File: src/rtl/ili9341_spi_tx_if.sv
// Handshake between the command sequencer and the ILI9341 SPI byte transmitter.
// The sequencer drives the master side; the transmitter responds on the slave side.
interface ili9341_spi_tx_if #(
    parameter int DW = 8
);
    logic          i_send;
    logic [DW-1:0] i_data;
    logic          i_dc;
    logic          i_cs;
    logic          o_command_sent;
    logic          o_busy;

    modport master (
        output i_send, i_data, i_dc, i_cs,
        input  o_command_sent, o_busy
    );

    modport slave (
        input  i_send, i_data, i_dc, i_cs,
        output o_command_sent, o_busy
    );
endinterface

File: src/rtl/ili9341_spi_tx.sv
// SPI mode-0 word transmitter for the ILI9341 panel: latches a word with its D/C and CS
// attributes, shifts it out MSB-first, then pulses command_sent for one cycle.
module ili9341_spi_tx #(
    parameter int DW      = 8,
    parameter int CLK_DIV = 2
) (
    input  logic                  clk,
    input  logic                  rst,
    ili9341_spi_tx_if.slave       host,
    output logic                  o_sclk,
    output logic                  o_mosi,
    output logic                  o_dc,
    output logic                  o_cs
);
    localparam int DIV_W = $clog2(CLK_DIV + 1);
    localparam int BIT_W = $clog2(DW);
    localparam logic [DIV_W-1:0] DIV_RELOAD = DIV_W'(CLK_DIV - 1);
    localparam logic [BIT_W-1:0] BIT_LAST   = BIT_W'(DW - 1);

    typedef enum logic [2:0] {
        IDLE,
        SETUP,
        SCLK_HI,
        SCLK_LO,
        HOLD,
        DONE
    } state_t;

    state_t            state_q, state_d;
    logic [DIV_W-1:0]  div_q, div_d;
    logic [BIT_W-1:0]  bit_q, bit_d;
    logic [DW-1:0]     shreg_q, shreg_d;
    logic              sclk_q, sclk_d;
    logic              mosi_q, mosi_d;
    logic              dc_q, dc_d;
    logic              cs_q, cs_d;
    logic              sent_q, sent_d;
    logic              busy_q, busy_d;

    always_ff @(posedge clk) begin
        if (rst) begin
            state_q <= IDLE;
            div_q   <= '0;
            bit_q   <= '0;
            shreg_q <= '0;
            sclk_q  <= 1'b0;
            mosi_q  <= 1'b0;
            dc_q    <= 1'b1;
            cs_q    <= 1'b1;
            sent_q  <= 1'b0;
            busy_q  <= 1'b0;
        end else begin
            state_q <= state_d;
            div_q   <= div_d;
            bit_q   <= bit_d;
            shreg_q <= shreg_d;
            sclk_q  <= sclk_d;
            mosi_q  <= mosi_d;
            dc_q    <= dc_d;
            cs_q    <= cs_d;
            sent_q  <= sent_d;
            busy_q  <= busy_d;
        end
    end

    always_comb begin
        state_d = state_q;
        shreg_d = shreg_q;
        bit_d   = bit_q;
        div_d   = (div_q != '0) ? div_q - 1'b1 : div_q;
        dc_d    = dc_q;
        cs_d    = cs_q;
        mosi_d  = mosi_q;

        case (state_q)
            IDLE: begin
                if (host.i_send) begin
                    shreg_d = host.i_data;
                    bit_d   = BIT_LAST;
                    dc_d    = host.i_dc;
                    cs_d    = host.i_cs;
                    state_d = SETUP;
                end
            end
            SETUP:   if (div_q == '0) state_d = SCLK_HI;
            SCLK_HI: begin
                if (div_q == '0) begin
                    if (bit_q == '0) begin
                        state_d = HOLD;
                    end else begin
                        bit_d   = bit_q - 1'b1;
                        shreg_d = {shreg_q[DW-2:0], 1'b0};
                        state_d = SCLK_LO;
                    end
                end
            end
            SCLK_LO: if (div_q == '0) state_d = SCLK_HI;
            HOLD:    if (div_q == '0) state_d = DONE;
            DONE:    state_d = IDLE;
            default: state_d = IDLE;
        endcase

        if (state_d != state_q) div_d = DIV_RELOAD;

        // Outputs are decoded from the state being entered so the pins change on the same edge.
        sclk_d = (state_d == SCLK_HI);
        sent_d = (state_d == DONE);
        busy_d = (state_d != IDLE);
        case (state_d)
            IDLE: begin
                cs_d   = 1'b1;
                mosi_d = 1'b0;
            end
            SETUP, SCLK_HI, SCLK_LO: mosi_d = shreg_d[DW-1];
            DONE:    cs_d = 1'b1;
            default: ;
        endcase
    end

    assign o_sclk              = sclk_q;
    assign o_mosi              = mosi_q;
    assign o_dc                = dc_q;
    assign o_cs                = cs_q;
    assign host.o_command_sent = sent_q;
    assign host.o_busy         = busy_q;
endmodule

File: src/flat_wrapper.sv
// flat-port wrapper written by rule: the top's interface ports become plain ports
module ili9341_spi_tx_flat 
#(
    parameter int DW      = 8,
    parameter int CLK_DIV = 2
)
  (clk, rst, o_sclk, o_mosi, o_dc, o_cs, host_i_send, host_i_data, host_i_dc, host_i_cs, host_o_command_sent, host_o_busy);
  ili9341_spi_tx_if #(.DW(DW)) host_i ();
  input  logic clk;
  input  logic rst;
  output logic o_sclk;
  output logic o_mosi;
  output logic o_dc;
  output logic o_cs;
  input wire logic [$bits(host_i.i_send)-1:0] host_i_send;
  input wire logic [$bits(host_i.i_data)-1:0] host_i_data;
  input wire logic [$bits(host_i.i_dc)-1:0] host_i_dc;
  input wire logic [$bits(host_i.i_cs)-1:0] host_i_cs;
  output wire logic [$bits(host_i.o_command_sent)-1:0] host_o_command_sent;
  output wire logic [$bits(host_i.o_busy)-1:0] host_o_busy;
  assign host_i.i_send = host_i_send;
  assign host_i.i_data = host_i_data;
  assign host_i.i_dc = host_i_dc;
  assign host_i.i_cs = host_i_cs;
  assign host_o_command_sent = host_i.o_command_sent;
  assign host_o_busy = host_i.o_busy;
  ili9341_spi_tx #(.DW(DW), .CLK_DIV(CLK_DIV)) u_core (.clk(clk), .rst(rst), .host(host_i), .o_sclk(o_sclk), .o_mosi(o_mosi), .o_dc(o_dc), .o_cs(o_cs));
endmodule
File: config.mk
export PLATFORM = sky130hd
export DESIGN_NAME = ili9341_spi_tx_flat
export DESIGN_NICKNAME = d
export VERILOG_FILES = /design/src/rtl/ili9341_spi_tx_if.sv /design/src/rtl/ili9341_spi_tx.sv /design/src/flat_wrapper.sv
export SDC_FILE = /design/constraint.sdc
export NUM_CORES = 1
export LEC_CHECK = 0
export CORE_MARGIN = 8
export CORE_UTILIZATION = 51
export DETAILED_ROUTE_END_ITERATION = 10
export GPL_ROUTABILITY_DRIVEN = 0
export PLACE_DENSITY = 0.79
export SLEW_MARGIN = 20
export SYNTH_ARGS = -nofsm -noshare
export SYNTH_HDL_FRONTEND = slang
export SYNTH_SLANG_ARGS = --single-unit
File: constraint.sdc
create_clock -name clk -period 2.33 [get_ports clk]
set_input_delay 0.699 -clock clk [delete_from_list [all_inputs] [get_ports clk]]
set_output_delay 0.699 -clock clk [all_outputs]
set_load 0.005 [all_outputs]
==> impl_results.md <==
- CP Data Arrival Time: 2.41 ns
- First-pass GRT wire length: 4291 um
- Vias in the first global route: 987
- Worst min path class: reg -> reg
- WL final: 2486 um
- CP Capture Type: flip-flop
- Crit Path Class: in -> reg
- Worst reg2reg setup slack: 0.23 ns
- Critical-path maximum fanout: 3
- Avg WL per Cell: 13.51 um
- Lkg Pwr: 0.5441 nW
- Die W: 62.52 um
- Std cell rows: 17
- F_max: 455.9 MHz
- Min Tclk post-route: 2.193 ns
- Pwr dens: 993.6 mW/mm2
- Post-synthesis register bit count: 22
- Clk buf depth: 2
- CTS resizes: 0
- Worst Hold End: u_core.o_dc
- Layout Nets: 174
- Sw Share: 0.3396
- Largest net degree at the start of global routing: 21
- Combinational power share: 0.405
- CTS buffer count: 3
- Hold Crit Depth: 2
- Mapped Cells: 134
- Mapped cell area: 0.001104 mm2
- Via/cell ratio: 5.304
- Reg power frac: 0.386
- Max-slew violations: 0
- Remaining DRCs: 0
- P_sw: 469.1 uW
- VDD IR-drop max: 0.6681 mV
- Max capacitance violation total: 0
- Filler cells: 192
- Chip height: 62.52 um
- Worst skew pair latency: 0.31 ns
- FF-to-FF End: u_core.o_mosi
- Post-synthesis sequential area ratio: 0.3991
- PortBufs: 18
- Die area: 0.003908 mm2
- CP required: 2.54 ns
- Antenna violations before repair: 0
- Top FF cell, synth: dfxtp_1
- Area Growth Syn to Fin: 25.96%
- Synth async-reset ratio: 0
- I/O pin total: 19
- Final period utilization: 0.9413
- Slew HR: 0.5755
- Hold buffer count at cts: 0
- Clock Sinks: 22
- Status: finished, final reports clean
- Register-to-Register Path Depth: 7
- Worst Max-Slew Pin Slew: 0.6341 ns
- YS warnings: 0
- Min Hold Slack: 0.4842 ns
- Post-synth EDFFs: 0
- Dpl cell area: 0.001338 mm2
- Share of cells above drive strength 1: 0.1090
- Synth Area per Inst: 8.236 um2
- Endpoints failing hold: 0
- Grt total ovfl: 0
- GRT Total Usage: 0.1332
- Final Skew: 0.006558 ns
- DP Wirelength: 1801 um
- RSZ-0062 raised after global routing: false
- CORE AREA: 0.002127 mm2
- Clk pwr share: 0.210
- Dpl ws: -0.1822 ns
- Initial Util: 0.5188
- 1st-iter DRT viols: 27
- Power Internal: 912.1 uW
- Reg2reg start: u_core.bit_q[0]
- Final setup fails: 0
- Setup Fix Bufs, Post-CTS: 0
- Root Driver: clkbuf_4
- Antenna Nets Post-Route: 0
- Synth Net Count: 151
- Pre-antenna DRT Iters: 4
- Post-route cell area: 0.001390 mm2
- CTS tree: yes
- CTS clk-pin slew, worst paths: 0.12 ns
- Final worst slack: 0.1367 ns
- ANT cells: 0
- Vias: 976
- Cell variety after synth: 32
- Hold_sp: u_core.o_dc
- Startpoint Class: input port
- CTS H-tree lvls: 1
==> cells by family after synthesis <==
kind of cell | after synthesis | synth area share
flops | 22 | 0.3991
compound gates | 28 | 0.1610
buf+inv | 12 | 0.04421
fa+ha+maj | 4 | 0.04535
xor+xnor | 2 | 0.01588
simple gates | 66 | 0.3345
==> area by class of cell <==
class                      instances  area, um2  share of cell area
clock buffer                       3      22.52             0.01620
sequential                        22      440.4              0.3168
tap                               28      35.03             0.02520
multi-input combinational        100      614.3              0.4419
timing repair buffer              24      225.2              0.1620
inverter                           6      22.52             0.01620
clock inverter                     1      30.03             0.02160
==> sequential cells by signal (all words and copies together) (netlist names) <==
| signal | flops |
|---|---|
| u_core.bit_q | 3 |
| u_core.o_dc | 1 |
| u_core.o_mosi | 1 |
| u_core.host.o_command_sent | 1 |
| u_core.div_q | 2 |
| u_core.o_sclk | 1 |
| u_core.state_q | 3 |
| u_core.shreg_q | 8 |
| u_core.host.o_busy | 1 |
| u_core.o_cs | 1 |
==> Yosys cell counts (2+ instances only) <==
cell type,instances,share of area
a211o_1,3,0.024
a211oi_1,2,0.014
a21oi_1,15,0.068
buf_2,3,0.014
clkbuf_1,3,0.010
dfxtp_1,22,0.40
ha_1,4,0.045
inv_1,6,0.020
nand2_1,8,0.027
nand2b_1,5,0.028
nand3b_1,3,0.020
nor2_1,26,0.088
nor2b_1,5,0.028
nor3_1,8,0.036
o21ai_0,4,0.018
==> power by group through the flow <==
stage / Sequential, mW / Clock (mW) / Combinational, mW
floorplan: 0.517 / 0 / 0.394
global placement: 0.536 / 0 / 0.528
detailed placement: 0.543 / 0 / 0.551
CTS: 0.533 / 0.297 / 0.558
global route: 0.543 / 0.316 / 0.623
finish: 0.533 / 0.290 / 0.559
==> through the flow <==
step                power (mW)    util  instances  TNS, ns
global route             1.482  0.6535        184        0
finish                   1.381  0.6535        184        0
floorplan               0.9108       -        134        0
CTS                      1.388  0.6535        184        0
global placement         1.064  0.6288        180  -0.1517
detailed placement       1.093  0.6288        180  -0.2885
==> cell usage in the layout, fill, tap and decap left out, types with 2 or more instances in the layout <==
| master | instances |
|---|---|
| nor2_1 | 26 |
| dfxtp_1 | 22 |
| clkdlybuf4s50_1 | 18 |
| a21oi_1 | 15 |
| nor3_1 | 8 |
| nand2_1 | 8 |
| inv_1 | 6 |
| buf_4 | 6 |
| nor2b_1 | 5 |
| nand2b_1 | 5 |
| o21ai_0 | 4 |
| ha_1 | 4 |
| nand3b_1 | 3 |
| a211o_1 | 3 |
| clkbuf_4 | 3 |
| a211oi_1 | 2 |
==> worst max-delay path: stages <==
cell and delay (ns):
clkdlybuf4s50_1 0.50, or3b_2 0.46, a21oi_1 0.19, a311oi_2 0.08, and2_1 0.19, a211o_1 0.29
==> worst max-delay path by stage <==
stage	startpoint	endpoint	slack, ns	cells past startpoint
after floorplan	host_i_send	u_core.o_cs	0.40	5
after global placement	host_i_send	u_core.o_cs	-0.11	6
after detailed placement	host_i_send	u_core.o_cs	-0.18	6
after CTS	host_i_send	u_core.o_cs	0.15	6
after global routing	host_i_send	u_core.o_cs	0.07	6
final	host_i_send	u_core.o_cs	0.14	6
==> per-layer routing <==
layer	vias to the layer above	routed length, um	GRT usage
li1	507	-	-
met1	442	1056	0.1421
met2	23	1274	0.2380
met3	4	108	0.02688
met4	0	47	0.07407
met5	-	0	0
No activity file was read; power rests on OpenSTA's default activity.
